**src/rtl/lsu_pkg.sv**
```systemverilog
// Shared types and constants for the load/store bus bridge.
package lsu_pkg;

  typedef enum logic [1:0] {
    IDLE = 2'd0,
    REQ  = 2'd1,
    DONE = 2'd2
  } lsu_state_e;

  localparam logic [2:0] F3_B  = 3'b000;
  localparam logic [2:0] F3_H  = 3'b001;
  localparam logic [2:0] F3_W  = 3'b010;
  localparam logic [2:0] F3_BU = 3'b100;
  localparam logic [2:0] F3_HU = 3'b101;

  localparam logic [3:0] BE_B = 4'b0001;
  localparam logic [3:0] BE_H = 4'b0011;
  localparam logic [3:0] BE_W = 4'b1111;

  // funct3[1:0] encodes the access size for both loads and stores.
  localparam logic [1:0] SZ_B = 2'b00;
  localparam logic [1:0] SZ_H = 2'b01;

endpackage

```
**src/rtl/lsu_align.sv**
```systemverilog
// Lane steering: store byte enables / replication and load lane select / extension.
module lsu_align
  import lsu_pkg::*;
(
  input  logic [1:0]  st_size,
  input  logic [1:0]  st_off,
  input  logic [31:0] st_wdata,
  output logic [3:0]  st_be,
  output logic [31:0] st_wdata_rep,
  input  logic [2:0]  ld_funct3,
  input  logic [1:0]  ld_off,
  input  logic [31:0] ld_word,
  output logic [31:0] ld_ext
);

  logic [31:0] ld_shift;

  always_comb begin
    st_be = BE_W;
    case (st_size)
      SZ_B:    st_be = BE_B << st_off;
      SZ_H:    st_be = BE_H << st_off;
      default: st_be = BE_W;
    endcase
  end

  for (genvar gi = 0; gi < 4; gi++) begin : g_lane
    assign st_wdata_rep[gi*8 +: 8] =
      (st_size == SZ_B) ? st_wdata[7:0] :
      (st_size == SZ_H) ? st_wdata[(gi % 2)*8 +: 8] :
                          st_wdata[gi*8 +: 8];
  end

  assign ld_shift = ld_word >> {ld_off, 3'b000};

  always_comb begin
    ld_ext = ld_word;
    case (ld_funct3)
      F3_B:    ld_ext = {{24{ld_shift[7]}}, ld_shift[7:0]};
      F3_H:    ld_ext = {{16{ld_shift[15]}}, ld_shift[15:0]};
      F3_BU:   ld_ext = {24'd0, ld_shift[7:0]};
      F3_HU:   ld_ext = {16'd0, ld_shift[15:0]};
      default: ld_ext = ld_word;
    endcase
  end

endmodule

```
**src/rtl/lsu_bus_bridge.sv**
```systemverilog
// Load/store unit: turns core MemRead/MemWrite into a req/ack bus access, stalling the core.
module lsu_bus_bridge
  import lsu_pkg::*;
#(
  parameter int TIMEOUT_CYCLES = 16,
  parameter int CNT_W          = 5
) (
  input  logic        clk,
  input  logic        rst_n,
  input  logic        mem_read,
  input  logic        mem_write,
  input  logic [2:0]  funct3,
  input  logic [31:0] addr,
  input  logic [31:0] wdata,
  output logic [31:0] rdata,
  output logic        stall,
  output logic        fault,
  output logic        bus_req,
  output logic        bus_we,
  output logic [31:0] bus_addr,
  output logic [3:0]  bus_be,
  output logic [31:0] bus_wdata,
  input  logic        bus_ack,
  input  logic        bus_err,
  input  logic [31:0] bus_rdata
);

  localparam logic [CNT_W-1:0] CNT_LAST = CNT_W'(TIMEOUT_CYCLES - 1);
  localparam logic [CNT_W-1:0] CNT_ONE  = CNT_W'(1);

  lsu_state_e        state_q, state_d;
  logic [CNT_W-1:0]  cnt_q, cnt_d;
  logic [31:0]       bus_addr_q, bus_addr_d;
  logic              bus_we_q, bus_we_d;
  logic [3:0]        bus_be_q, bus_be_d;
  logic [31:0]       bus_wdata_q, bus_wdata_d;
  logic [2:0]        f3_q, f3_d;
  logic [1:0]        off_q, off_d;
  logic [31:0]       rdata_q, rdata_d;
  logic              done_fault_q, done_fault_d;

  logic              is_load, is_store, f3_ok, aligned, req_ok;
  logic              stall_c, fault_c;
  logic [3:0]        st_be;
  logic [31:0]       st_wdata_rep, ld_ext;

  lsu_align u_align (
    .st_size      (funct3[1:0]),
    .st_off       (addr[1:0]),
    .st_wdata     (wdata),
    .st_be        (st_be),
    .st_wdata_rep (st_wdata_rep),
    .ld_funct3    (f3_q),
    .ld_off       (off_q),
    .ld_word      (bus_rdata),
    .ld_ext       (ld_ext)
  );

  // Asserting both request lines is treated as an illegal request.
  assign is_load  = mem_read & ~mem_write;
  assign is_store = mem_write & ~mem_read;

  always_comb begin
    f3_ok = 1'b0;
    if (is_load)
      f3_ok = (funct3 == F3_B) || (funct3 == F3_H) || (funct3 == F3_W) ||
              (funct3 == F3_BU) || (funct3 == F3_HU);
    else if (is_store)
      f3_ok = (funct3 == F3_B) || (funct3 == F3_H) || (funct3 == F3_W);
  end

  assign aligned = (funct3[1:0] == SZ_B) ||
                   ((funct3[1:0] == SZ_H) && (addr[0] == 1'b0)) ||
                   (addr[1:0] == 2'b00);
  assign req_ok  = f3_ok & aligned;

  always_comb begin
    state_d      = state_q;
    cnt_d        = cnt_q;
    bus_addr_d   = bus_addr_q;
    bus_we_d     = bus_we_q;
    bus_be_d     = bus_be_q;
    bus_wdata_d  = bus_wdata_q;
    f3_d         = f3_q;
    off_d        = off_q;
    rdata_d      = rdata_q;
    done_fault_d = 1'b0;
    stall_c      = 1'b0;
    fault_c      = 1'b0;
    case (state_q)
      IDLE: begin
        if (mem_read || mem_write) begin
          if (req_ok) begin
            stall_c     = 1'b1;
            state_d     = REQ;
            cnt_d       = '0;
            bus_addr_d  = {addr[31:2], 2'b00};
            bus_we_d    = is_store;
            bus_be_d    = st_be;
            bus_wdata_d = st_wdata_rep;
            f3_d        = funct3;
            off_d       = addr[1:0];
          end else begin
            fault_c = 1'b1;
          end
        end
      end
      REQ: begin
        stall_c = 1'b1;
        cnt_d   = cnt_q + CNT_ONE;
        // An ack in the final allowed cycle wins over the timeout.
        if (bus_ack) begin
          state_d = DONE;
          if (bus_err)
            done_fault_d = 1'b1;
          else if (!bus_we_q)
            rdata_d = ld_ext;
        end else if (cnt_q == CNT_LAST) begin
          state_d      = DONE;
          done_fault_d = 1'b1;
        end
      end
      DONE:    state_d = IDLE;
      default: state_d = IDLE;
    endcase
  end

  always_ff @(posedge clk or negedge rst_n) begin
    if (!rst_n) begin
      state_q      <= IDLE;
      cnt_q        <= '0;
      bus_addr_q   <= '0;
      bus_we_q     <= 1'b0;
      bus_be_q     <= '0;
      bus_wdata_q  <= '0;
      f3_q         <= '0;
      off_q        <= '0;
      rdata_q      <= '0;
      done_fault_q <= 1'b0;
    end else begin
      state_q      <= state_d;
      cnt_q        <= cnt_d;
      bus_addr_q   <= bus_addr_d;
      bus_we_q     <= bus_we_d;
      bus_be_q     <= bus_be_d;
      bus_wdata_q  <= bus_wdata_d;
      f3_q         <= f3_d;
      off_q        <= off_d;
      rdata_q      <= rdata_d;
      done_fault_q <= done_fault_d;
    end
  end

  // Idle-cycle decode is combinational, so force it low while reset is held.
  assign stall     = stall_c & rst_n;
  assign fault     = (fault_c | done_fault_q) & rst_n;
  assign bus_req   = (state_q == REQ);
  assign bus_we    = bus_we_q;
  assign bus_addr  = bus_addr_q;
  assign bus_be    = bus_be_q;
  assign bus_wdata = bus_wdata_q;
  assign rdata     = rdata_q;

endmodule

```
**config.mk**
```make
export PLATFORM = sky130hd
export DESIGN_NAME = lsu_bus_bridge
export DESIGN_NICKNAME = d
export VERILOG_FILES = /design/src/rtl/lsu_pkg.sv /design/src/rtl/lsu_align.sv /design/src/rtl/lsu_bus_bridge.sv
export SDC_FILE = /design/constraint.sdc
export NUM_CORES = 1
export LEC_CHECK = 0
export CORE_ASPECT_RATIO = 2
export CORE_MARGIN = 4
export CORE_UTILIZATION = 48
export DETAILED_ROUTE_END_ITERATION = 7
export HOLD_SLACK_MARGIN = 0.02
export MAX_ROUTING_LAYER = met4
export PLACE_DENSITY = 0.86
export SYNTH_ARGS = -nofsm -noshare
export SYNTH_HDL_FRONTEND = slang
export SYNTH_HIERARCHICAL = 1
export SYNTH_SLANG_ARGS = --single-unit
export TNS_END_PERCENT = 10
```
**constraint.sdc**
```tcl
create_clock -name clk -period 5.9 [get_ports clk]
set_clock_uncertainty 0.2 [all_clocks]
set_input_delay 0.885 -clock clk [delete_from_list [all_inputs] [get_ports clk]]
set_output_delay 0.885 -clock clk [all_outputs]
set_load 0.01 [all_outputs]
```
# Yosys cells after proc, flatten, opt, wreduce, memory -nomap -nowiden
# Index checks and enable logic that the tools add are counted.
# Widths: inputs -> output; s select.
[classes]
n_eq_ne = 13
bitwise = 11
n_mux = 27
n_addsub = 1
shift = 3
reduce_logical = 18
[op_table]
columns = ["cell", "count"]
rows = [
  ["$pmux 32 s4", 1],
  ["$mux 8", 5],
  ["$shr 32x5->16", 1],
  ["$eq 3x3->1 const B", 4],
  ["$mux 1", 11],
  ["$mux 5", 2],
  ["$pmux 5 s2", 1],
  ["$reduce_and 3->1", 3],
  ["$mux 2", 4],
  ["$pmux 4 s2", 1],
  ["$logic_or 1x1->1", 7],
  ["$eq 3x1->1 const B", 2],
  ["$logic_not 2->1", 3],
  ["$logic_not 3->1", 2],
  ["$add 5x1->5 const B", 1],
  ["$and 1x1->1", 5],
  ["$eq 5x4->1 const B", 1],
  ["$not 1->1", 5],
  ["$eq 2x1->1 const B", 2],
  ["$ne 2x2->1 const B", 2],
  ["$pmux 2 s2", 1],
  ["$reduce_and 4->1", 1],
  ["$shl 1x2->4 const A", 1],
  ["$shl 2x2->4 const A", 1],
  ["other kinds (6)", 6],
]
[word_totals]
out_inout_bits = 104
inputBits = 105
elab_cells = 83
register_bits = 112

# Depth between registers and ports, before layout
# Gate-level depths: netlist of the first run.
[logic_depth]
ltp_word = 12
mapped_depth = 6
mapped_depth_nobuf = 5

# Cells and area by module
# The synthesis of the first run kept the hierarchy.
[by_module_without_submodules]
columns = ["mod", "cells_per_inst", "instances", "seq_area_each_um2", "area_per_inst_um2"]
rows = [
  ["lsu_bus_bridge", 271, 1, 2802.7, 4364.2],
  ["lsu_align", 168, 1, 0.0, 1148.6],
]

# Worst setup path before layout of the first run
# OpenSTA, ideal clock, no wires.
[synth_path]
path_kind = "input-to-output"
from = "in funct3[0]"
to = "out stall"
n_path_buf = 0
arrival_time_ns = 1.741
cell_stages = 3
slack_ns = 3.074
required_ns = 4.815
cell_sequence = "o31ai_1 -> nand4_1 -> a21boi_0"
[synth_via]
elab_chain_len = 11
elab_cells_between_ends = 21
cone_classes = "eq/ne: 5; mux: 5; bitwise: 2; reduce/logical: 9"
[synth_rtl]
columns = ["item", "line", "rtl"]
rows = [
  ["from (decl)", "lsu_bus_bridge.sv:12", "input logic [2:0] funct3,"],
  ["$eq 3x1->1 or $logic_not 3->1 (tied branches)", "lsu_bus_bridge.sv:66, lsu_bus_bridge.sv:69", ""],
  ["$logic_or 1x1->1 (2 in a row)", "lsu_bus_bridge.sv:66, lsu_bus_bridge.sv:69", ""],
  ["$logic_or 1x1->1", "lsu_bus_bridge.sv:66", "f3_ok = (funct3 == F3_B) || (funct3 == F3_H) || (funct3 == F3_W) ||"],
  ["$logic_or 1x1->1", "lsu_bus_bridge.sv:67", "(funct3 == F3_BU) || (funct3 == F3_HU);"],
  ["$mux 1", "lsu_bus_bridge.sv:65", "if (is_load)"],
  ["$and 1x1->1 (*)", "lsu_bus_bridge.sv:75", "assign req_ok = f3_ok & aligned;"],
  ["$mux 1 (*)", "lsu_bus_bridge.sv:93", "if (req_ok) begin"],
  ["$mux 1 (*)", "lsu_bus_bridge.sv:92", "if (mem_read || mem_write) begin"],
  ["$pmux 1 s2 (*)", "lsu_bus_bridge.sv:90", "case (state_q)"],
  ["$and 1x1->1 (*)", "lsu_bus_bridge.sv:155", "assign stall = stall_c & rst_n;"],
  ["to (decl)", "lsu_bus_bridge.sv:16", "output logic stall,"],
]
# Mark *: on every way between the ends. The rest lies on a longest branch, timed or not.

# Final worst setup path of the first run
# Same ends and word-level chain as after synthesis.

==> flow_results.org, run 1 <==
** Detailed routing
- Number of nets with antenna violations after detailed routing :: 0
- Final routed wire length divided by cell count :: 19.2 µm
- Dividing the detail-routed via count by the number of cells gives 5.45.
- Iteration-0 DRC Markers :: 178
- Number of design rule violations left after detail routing :: 0
- The first detailed-routing pass ran for 4 iterations.
- The final layout contains routed wiring with a total length of 14900 µm.
- Detailed routing inserted a total of 4227 vias.

** Clock tree
- The clock passes through at most 2 buffers.
- Number of buffers created by CTS :: 9
- Post-CTS clock slew at the launch and capture registers of the worst setup and hold paths :: 0.07 ns
- Clock tree root buffer cell :: clkbuf_16
- Insertion delay to the later sink of the worst-skew pair :: 0.33 ns
- Clock Sinks :: 112
- Number of resized instances in the post-cts repair step :: 0
- Buffers added to address setup during post-CTS repair amount to 0.
- For this design, the CTS-stage hold fixing added 0 buffers.
- TritonCTS clock tree :: built
- The H-tree was split into 3 levels.

** Critical path
- Classification of the worst setup path :: in -> out
- In this run the worst path has a maximum fanout of 17.
- The worst register-to-register path has a depth of 4.
- Required time reported for the critical path endpoint :: 4.82 ns
- Sort of element at the start of the critical path :: input pin
- The worst setup path is captured at an output pin.
- Arrival time at the worst endpoint :: 3.00 ns

** Power
- Net switching is 32.3% of the power.
- Cell-internal power :: 2.27 mW
- Portion of total power attributed to combinational logic :: 43.8%
- Power comes to 3.34 mW.
- Clock network fraction of design power :: 18.6%
- Registers are responsible for 37.6% of the overall power.
- The worst-case IR drop observed on VDD is 0.262 mV.
- Switching power :: 1.08 mW
- Leak Pwr :: 3.27 nW
- Pwr dens :: 424 nW/µm²

** Floorplan
- Floorplan core area :: 11300 µm²
- Die Area :: 13400 µm²
- Initial Utilization :: 48.8%
- In this run the count of I/O pins placed on the die edge is 209.
- The floorplan has 55 rows.
- Chip height :: 160 µm
- From left edge to right edge, the die measures 83.8 µm.

** Place
- Placed wire-length estimate :: 11500 µm
- Dpl ws :: 1.84 ns
- Routability Congestion :: 0.884
- # port buffers :: 206

** Global route
- Wire length of the first global-routing pass :: 23800 µm
- Entering global routing, the biggest net connects 64 pins.
- The number of antenna violations at the first check in global routing was 0.
- Total global routing track utilization :: 23.2%
- Via count of the first global-routing pass :: 4679
- Total overflow reported by the global router :: 0

** Timing
- Subtracting the final worst setup slack from the clock period gives 4.08 ns.
- Actual transition at the worst max-transition pin :: 1.01 ns
- Accumulated negative setup slack :: 0 ns
- Setup violations remaining at the end of the flow were counted as 0.
- Number of endpoints with negative hold slack in the final report :: 0
- Derived from the worst setup path, the maximum achievable clock frequency is 245 MHz.
- Hold is met by 0.287 ns.
- Setup repair after global routing left no endpoint under its margin.
- The number of pins exceeding their max-slew limit in the final report is 0.
- Dividing the final minimum period by the clock period gives 69.2%.
- Headroom to the max-slew limit came out at 32.6%.
- Worst Slack Setup Final :: 1.82 ns

** Synthesis
- Yosys mapped a number of flops with a built-in enable equal to 0.
- The most used flip-flop cell after synthesis is dfrtp_1.
- Number of library cell types mapped by synthesis :: 49
- Averaged over all synthesized cells, the footprint is 12.6 µm².
- For this run, asynchronously set or reset flops after synthesis account for 100%.
- dfrtp_1 is the most common cell in the netlist.
- Warnings from Yosys :: 6
- Arithmetic-cell share of the synthesized area counting full adders, half adders and majority gates :: 0.454%
- By count the netlist is led by 112 x dfrtp_1, 95 x mux2_2, 43 x nand2_1, 31 x o21ai_0, 30 x mux2_1.
- Post-Synth XOR/XNOR Area :: 0.318%
- The cell count after synthesis came out at 439.
- The synthesized netlist devotes 5.90% of its cell area to simple gates.
- After synthesis the cells add up to 5510 µm².
- By area, the combinational part of the netlist is dominated by multiplexers.
- The share of the Yosys chip area taken by registers is 50.8%.
- Synth Area in Compound Gates :: 9.51%
- Multiplexer share of the synthesized area :: 28.3%
- Area contributors post-synth :: dfrtp_1 51%, mux2_2 19%, mux2_1 6.1%
- Synthesized flop and latch total :: 112
- Area share of the largest cell type after synthesis :: 50.8%
- Summed over all instances, the cell type with the most area after synthesis is dfrtp_1.

** Min path
- Counting instances, the worst hold path has a depth of 1.
- Worst min-delay path class :: reg -> reg

** Flow run
- Count of maximum capacitance violations :: 0

** Finish
- Area grow syn2layout :: 43.0%
- Layout Nets :: 736
- In the final layout, the share of cells above drive strength 1 is 20.3%.
- Final antenna diode count :: 0

** Outcome
- Outcome :: complete, no violations
routing by layer:
layer | global-route usage, % | vias to the layer above | share of wire [%] | routed length [µm]
met1 | 23.0 | 2066 | 34 | 5040
met5 | - | - | 0 | 0
met4 | 11.1 | 0 | 3.8 | 573
li1 | - | 1953 | - | -
met3 | 3.99 | 36 | 4.9 | 727
met2 | 42.7 | 172 | 58 | 8590
through the flow:
step                      util (%)  std cells  instance area (µm²)
after floorplan                  -        440                 5520
after global placement        67.1        760                 7580
after detailed placement      67.1        760                 7580
after CTS                     69.8        776                 7880
after global routing          69.8        776                 7880
final                         69.8        776                 7880
cell type report:
| cell class | instances | area [µm²] |
|---|---|---|
| clock inverters | 6 | 77.6 |
| inverters | 7 | 26.3 |
| fillers | 828 | 3400 |
| repair buffers | 211 | 2110 |
| clock buffers | 10 | 229 |
| multi-input cells | 288 | 2460 |
| flip-flops and latches | 112 | 2800 |
| well taps | 142 | 178 |
state kept, by name, summed over array words and instances (netlist names):
name	flops
bus_be	4
state_q	2
bus_addr	30
off_q	2
bus_wdata	32
cnt_q	5
bus_we	1
f3_q	3
done_fault_q	1
rdata	32
kinds of logic after synthesis:
family          count (synthesis)
compound gates                 74
simple gates                   69
mux                           139
buf+inv                        40
flops                         112
xor+xnor                        2
fa+ha+maj                       2
other cells                     1
cells in the final DEF, fill, tap and decap left out, drive strengths merged, types with 2 or more instances in the layout:
master,instances
mux2i,13
nor2,9
mux2,125
nand2b,2
clkinv,2
a221oi,6
a22o,3
inv,9
nand2,43
a21oi,2
buf,6
o31ai,8
ha,2
nand4,4
nor2b,2
conb,2
dfrtp,112
nand3,5
o21ai,37
o21bai,3
xor2,2
clkdlybuf4s50,205
and3,2
a22oi,5
clkbuf,10
critical path: stages:
cell and delay [ns]:
clkdlybuf4s50_1 0.40, buf_4 0.21, o31ai_1 0.43, nand4_1 0.25
a21boi_0 0.23, clkdlybuf4s50_1 0.59
power by group through the flow:
stage                     registers [mW]  logic, mW  clock network, mW
after floorplan                     1.36      0.556                  0
after global placement              1.25       1.44                  0
after detailed placement            1.27       1.48                  0
after CTS                           1.26       1.48              0.639
after global routing                1.30       1.56              0.664
final                               1.26       1.47              0.622
worst paths after layout:
| path | start | slack (ns) | endpoint |
|---|---|---|---|
| max | funct3[0] | 1.82 | stall |
| min | bus_wdata[9]$_DFFE_PN0P_ | 0.29 | bus_wdata[9]$_DFFE_PN0P_ |
| max reg2reg | off_q[1]$_DFFE_PN0P_ | 3.23 | rdata[22]$_DFFE_PN0P_ |
| min reg2reg | bus_wdata[9]$_DFFE_PN0P_ | 0.29 | bus_wdata[9]$_DFFE_PN0P_ |
| max in group asynchronous | rst_n | 3.85 | bus_be[0]$_DFFE_PN0P_ |
| min in group asynchronous | rst_n | 0.37 | bus_addr[12]$_DFFE_PN0P_ |
No activity file was read; power rests on OpenSTA's default activity.
==> inputs of run 2 (changes only) <==
--- a/config.mk
+++ b/config.mk
@@ -7,11 +7,11 @@
 export LEC_CHECK = 0
 export CORE_ASPECT_RATIO = 2
 export CORE_MARGIN = 4
-export CORE_UTILIZATION = 48
+export CORE_UTILIZATION = 40
 export DETAILED_ROUTE_END_ITERATION = 7
 export HOLD_SLACK_MARGIN = 0.02
 export MAX_ROUTING_LAYER = met4
-export PLACE_DENSITY = 0.86
+export PLACE_DENSITY = 0.77
 export SYNTH_ARGS = -nofsm -noshare
 export SYNTH_HDL_FRONTEND = slang
 export SYNTH_HIERARCHICAL = 1
==> constraint.sdc (replaced) <==
create_clock -name clk -period 3.5 [get_ports clk]
set_clock_uncertainty 0.2 [all_clocks]
set_input_delay 0.525 -clock clk [delete_from_list [all_inputs] [get_ports clk]]
set_output_delay 0.525 -clock clk [all_outputs]
set_load 0.01 [all_outputs]
==> run 2 against run 1 <==
  * Hold slack improved by 0.0025 ns
  * Register-to-register slack worse by 2.3 ns
  * Critical path depth shrank 1
  * Non-clock buffer count is 7 higher
  * Global-route usage down 2.9 points
  * Via count increased by 1.7%
  * Clock power rose by 58%
  * Total power up 68%
  * Wire length rose by 6.8%
  * Sequential cell count unchanged
  * Largest power group unchanged
==> flow_results.org, run 2 (same netlist as run 1, synthesis figures left out) <==
** Finish
- Area grow syn2layout :: 43.9%
- Most common cell after layout, fill and taps aside :: clkdlybuf4s50_1
- The number of standard cells in the final layout excluding fillers was 795 (+2.4%).
- The count of nets after finishing is 743 (+0.95%).
- Final antenna diode count :: 0 (unchanged)
- Core utilization of the finished layout :: 58.7% (-11 points)
- Proportion of layout cells with a drive suffix above 1 :: 21.3% (+0.90 points)
- Finished layout cell area :: 7930 µm² (+0.62%)
- In the layout the commonest cells are 205 x clkdlybuf4s50_1, 112 x dfrtp_1, 95 x mux2_2.

** Min path
- The worst hold path belongs to the class reg -> reg.

** Floorplan
- The area of the core region was 13500 µm² (+20%).
- The width of the die is 91.0 µm (+8.6%).
- Die Area :: 15800 µm² (+18%)
- The floorplan die height is 174 µm (+9.1%).
- The initial cell density of the core is 40.8% (-8.1 points).
- Number of primary I/O pins :: 209 (unchanged)
- The total number of placement rows was 60 (+9.1%).

** Global route
- Antenna violations before repair :: 0 (unchanged)
- Busiest grt layer :: met2
- The total global-route track usage is 20.3% (-2.9 points).
- Total overflow reported by the global router :: 0 (unchanged)
- Met3 track demand over resource in global routing :: 3.55% (-0.44 points)
- Wire length of the first global-routing pass :: 24800 µm (+4.0%)
- The number of global-route vias before repair came to 4792 (+2.4%).
- Met2 track demand over resource in global routing :: 38.4% (-4.3 points)
- The met1 usage is 19.7% (-3.3 points).
- Largest net degree at the start of global routing :: 67 (+4.7%)

** Critical path
- Classification of the worst setup path :: in -> out
- Crit-path max FO :: 4 (-13)
- Required time reported for the critical path endpoint :: 2.77 ns (-2.05 ns)
- STA classifies the critical path startpoint as an input pin.
- Arrival time at the worst endpoint :: 2.50 ns (-0.50 ns)
- STA classifies the critical path endpoint as an output pin.
- Internal reg-to-reg setup slack :: 0.95 ns (-2.28 ns)

** Clock tree
- Post-CTS clock slew at the launch and capture registers of the worst setup and hold paths :: 0.07 ns (about the same)
- Clock Sinks :: 112 (unchanged)
- The TritonCTS buffer count came to 9 (unchanged).
- The clock latency of the later-clocked register in the worst-skew pair was 0.34 ns (about the same).
- The clock tree buffer depth was 2 (unchanged).
- The count of buffers added by post-CTS timing repair for setup was 0 (unchanged).
- The tree is rooted in a clkbuf_16.
- The count of H-tree levels built during CTS was 3 (unchanged).
- TritonCTS built the clock tree.

** Power
- Worst voltage drop across the vdd grid :: 0.478 mV (+83%)
- The leakage power came to 3.29 nW (+0.64%).
- Pwr dens :: 707 nW/µm² (+67%)

** Detailed routing
- Detailed Route WL :: 16000 µm (+6.8%)
- The number of vias per cell after detailed routing came to 5.41 (-0.70%).
- Number of design rule violations left after detail routing :: 0 (unchanged)
- Number of nets with antenna violations after detailed routing :: 0 (unchanged)
- Final routed wire length divided by cell count :: 20.1 µm (+4.3%)
- Number of vias after detailed routing :: 4300 (+1.7%)
- The detailed router's first-iteration violation count was 141 (-21%).
- The number of iterations in the first detailed-routing pass came to 4 (unchanged).

** Timing
- The number of hold violations in the final report came to 0 (unchanged).
- The final critical path takes up 92.2% of the cycle.
- Setup repair after global routing missed its margin :: false
- Count of final max-slew check failures :: 0 (unchanged)
- The number of setup violations in the final report is 0 (unchanged).
- The worst path in the final design needs a cycle of 3.23 ns, including I/O delays and setup.
- Worst slew slack as a fraction of its limit :: 54.5% (+22 points)
- Static timing analysis puts the maximum clock frequency at 310 MHz.
- Accumulated negative setup slack :: 0 ns (unchanged)
- Actual transition at the worst max-transition pin :: 0.683 ns (-0.325 ns)

** Flow run
- Count of maximum capacitance violations :: 0 (unchanged)

** Place
- The half-perimeter wire length after placement was 12400 µm (+7.9%).
- The placed instance count is 779 (+2.5%).
- # port buffers :: 206 (unchanged)
- The placed standard-cell area was 7640 µm² (+0.81%).
- The final weighted congestion of routability-driven global placement is 0.900 (+1.9%).

** Outcome
- Outcome :: complete, no violations
## run 2: final timing paths
check	start	to	depth (start not counted)
worst min-delay path	bus_addr[9]$_DFFE_PN0P_	bus_addr[9]$_DFFE_PN0P_	1
max in group asynchronous	rst_n	bus_addr[16]$_DFFE_PN0P_	3
min in group asynchronous	rst_n	bus_addr[24]$_DFFE_PN0P_	2
worst min register to register	bus_addr[9]$_DFFE_PN0P_	bus_addr[9]$_DFFE_PN0P_	1
worst max register to register	off_q[0]$_DFFE_PN0P_	rdata[30]$_DFFE_PN0P_	4
worst max-delay path	funct3[0]	stall	5
## run 2: per-layer routing
metal,part of all wire (%),vias up
met5,0,-
met4,3.7,0
met3,4.8,38
met2,57,174
met1,34,2126
li1,-,1962
## run 2: power by group
part | internal (mW) | leakage [nW] | switching (mW) | total [mW]
Sequential | 1.80 | 1.36 | 0.316 | 2.11
Combinational | 1.46 | 1.80 | 1.05 | 2.52
Clock | 0.491 | 0.134 | 0.491 | 0.982
## run 2: timing repair
item	in CTS	in global routing
hold buffers	1	0
endpoints found under the setup margin	0	1
resized for setup	0	1
endpoints found under the hold margin	19	0
## run 2: cell type report
type	instances	area, µm²
clock buffer	9	225
clock inverter	6	53.8
fill	1117	5580
inverter	7	26.3
multi-input combinational	288	2460
sequential	112	2800
tap	155	194
timing repair buffer	218	2160
## run 2: stage by stage
stage                     hold WS, ns  power (mW)  setup slack, ns
after floorplan                0.0294        3.24             1.38
after global placement          0.230        4.57            0.256
after detailed placement        0.240        4.67            0.187
after CTS                       0.294        5.67            0.192
after global routing            0.322        5.92            0.139
final                           0.290        5.61            0.272
## run 2: critical path: stages
cell             delay [ns]
clkdlybuf4s50_1        0.46
o31ai_2                0.35
nand4_1                0.25
a21boi_0               0.32
clkdlybuf4s50_1        0.59
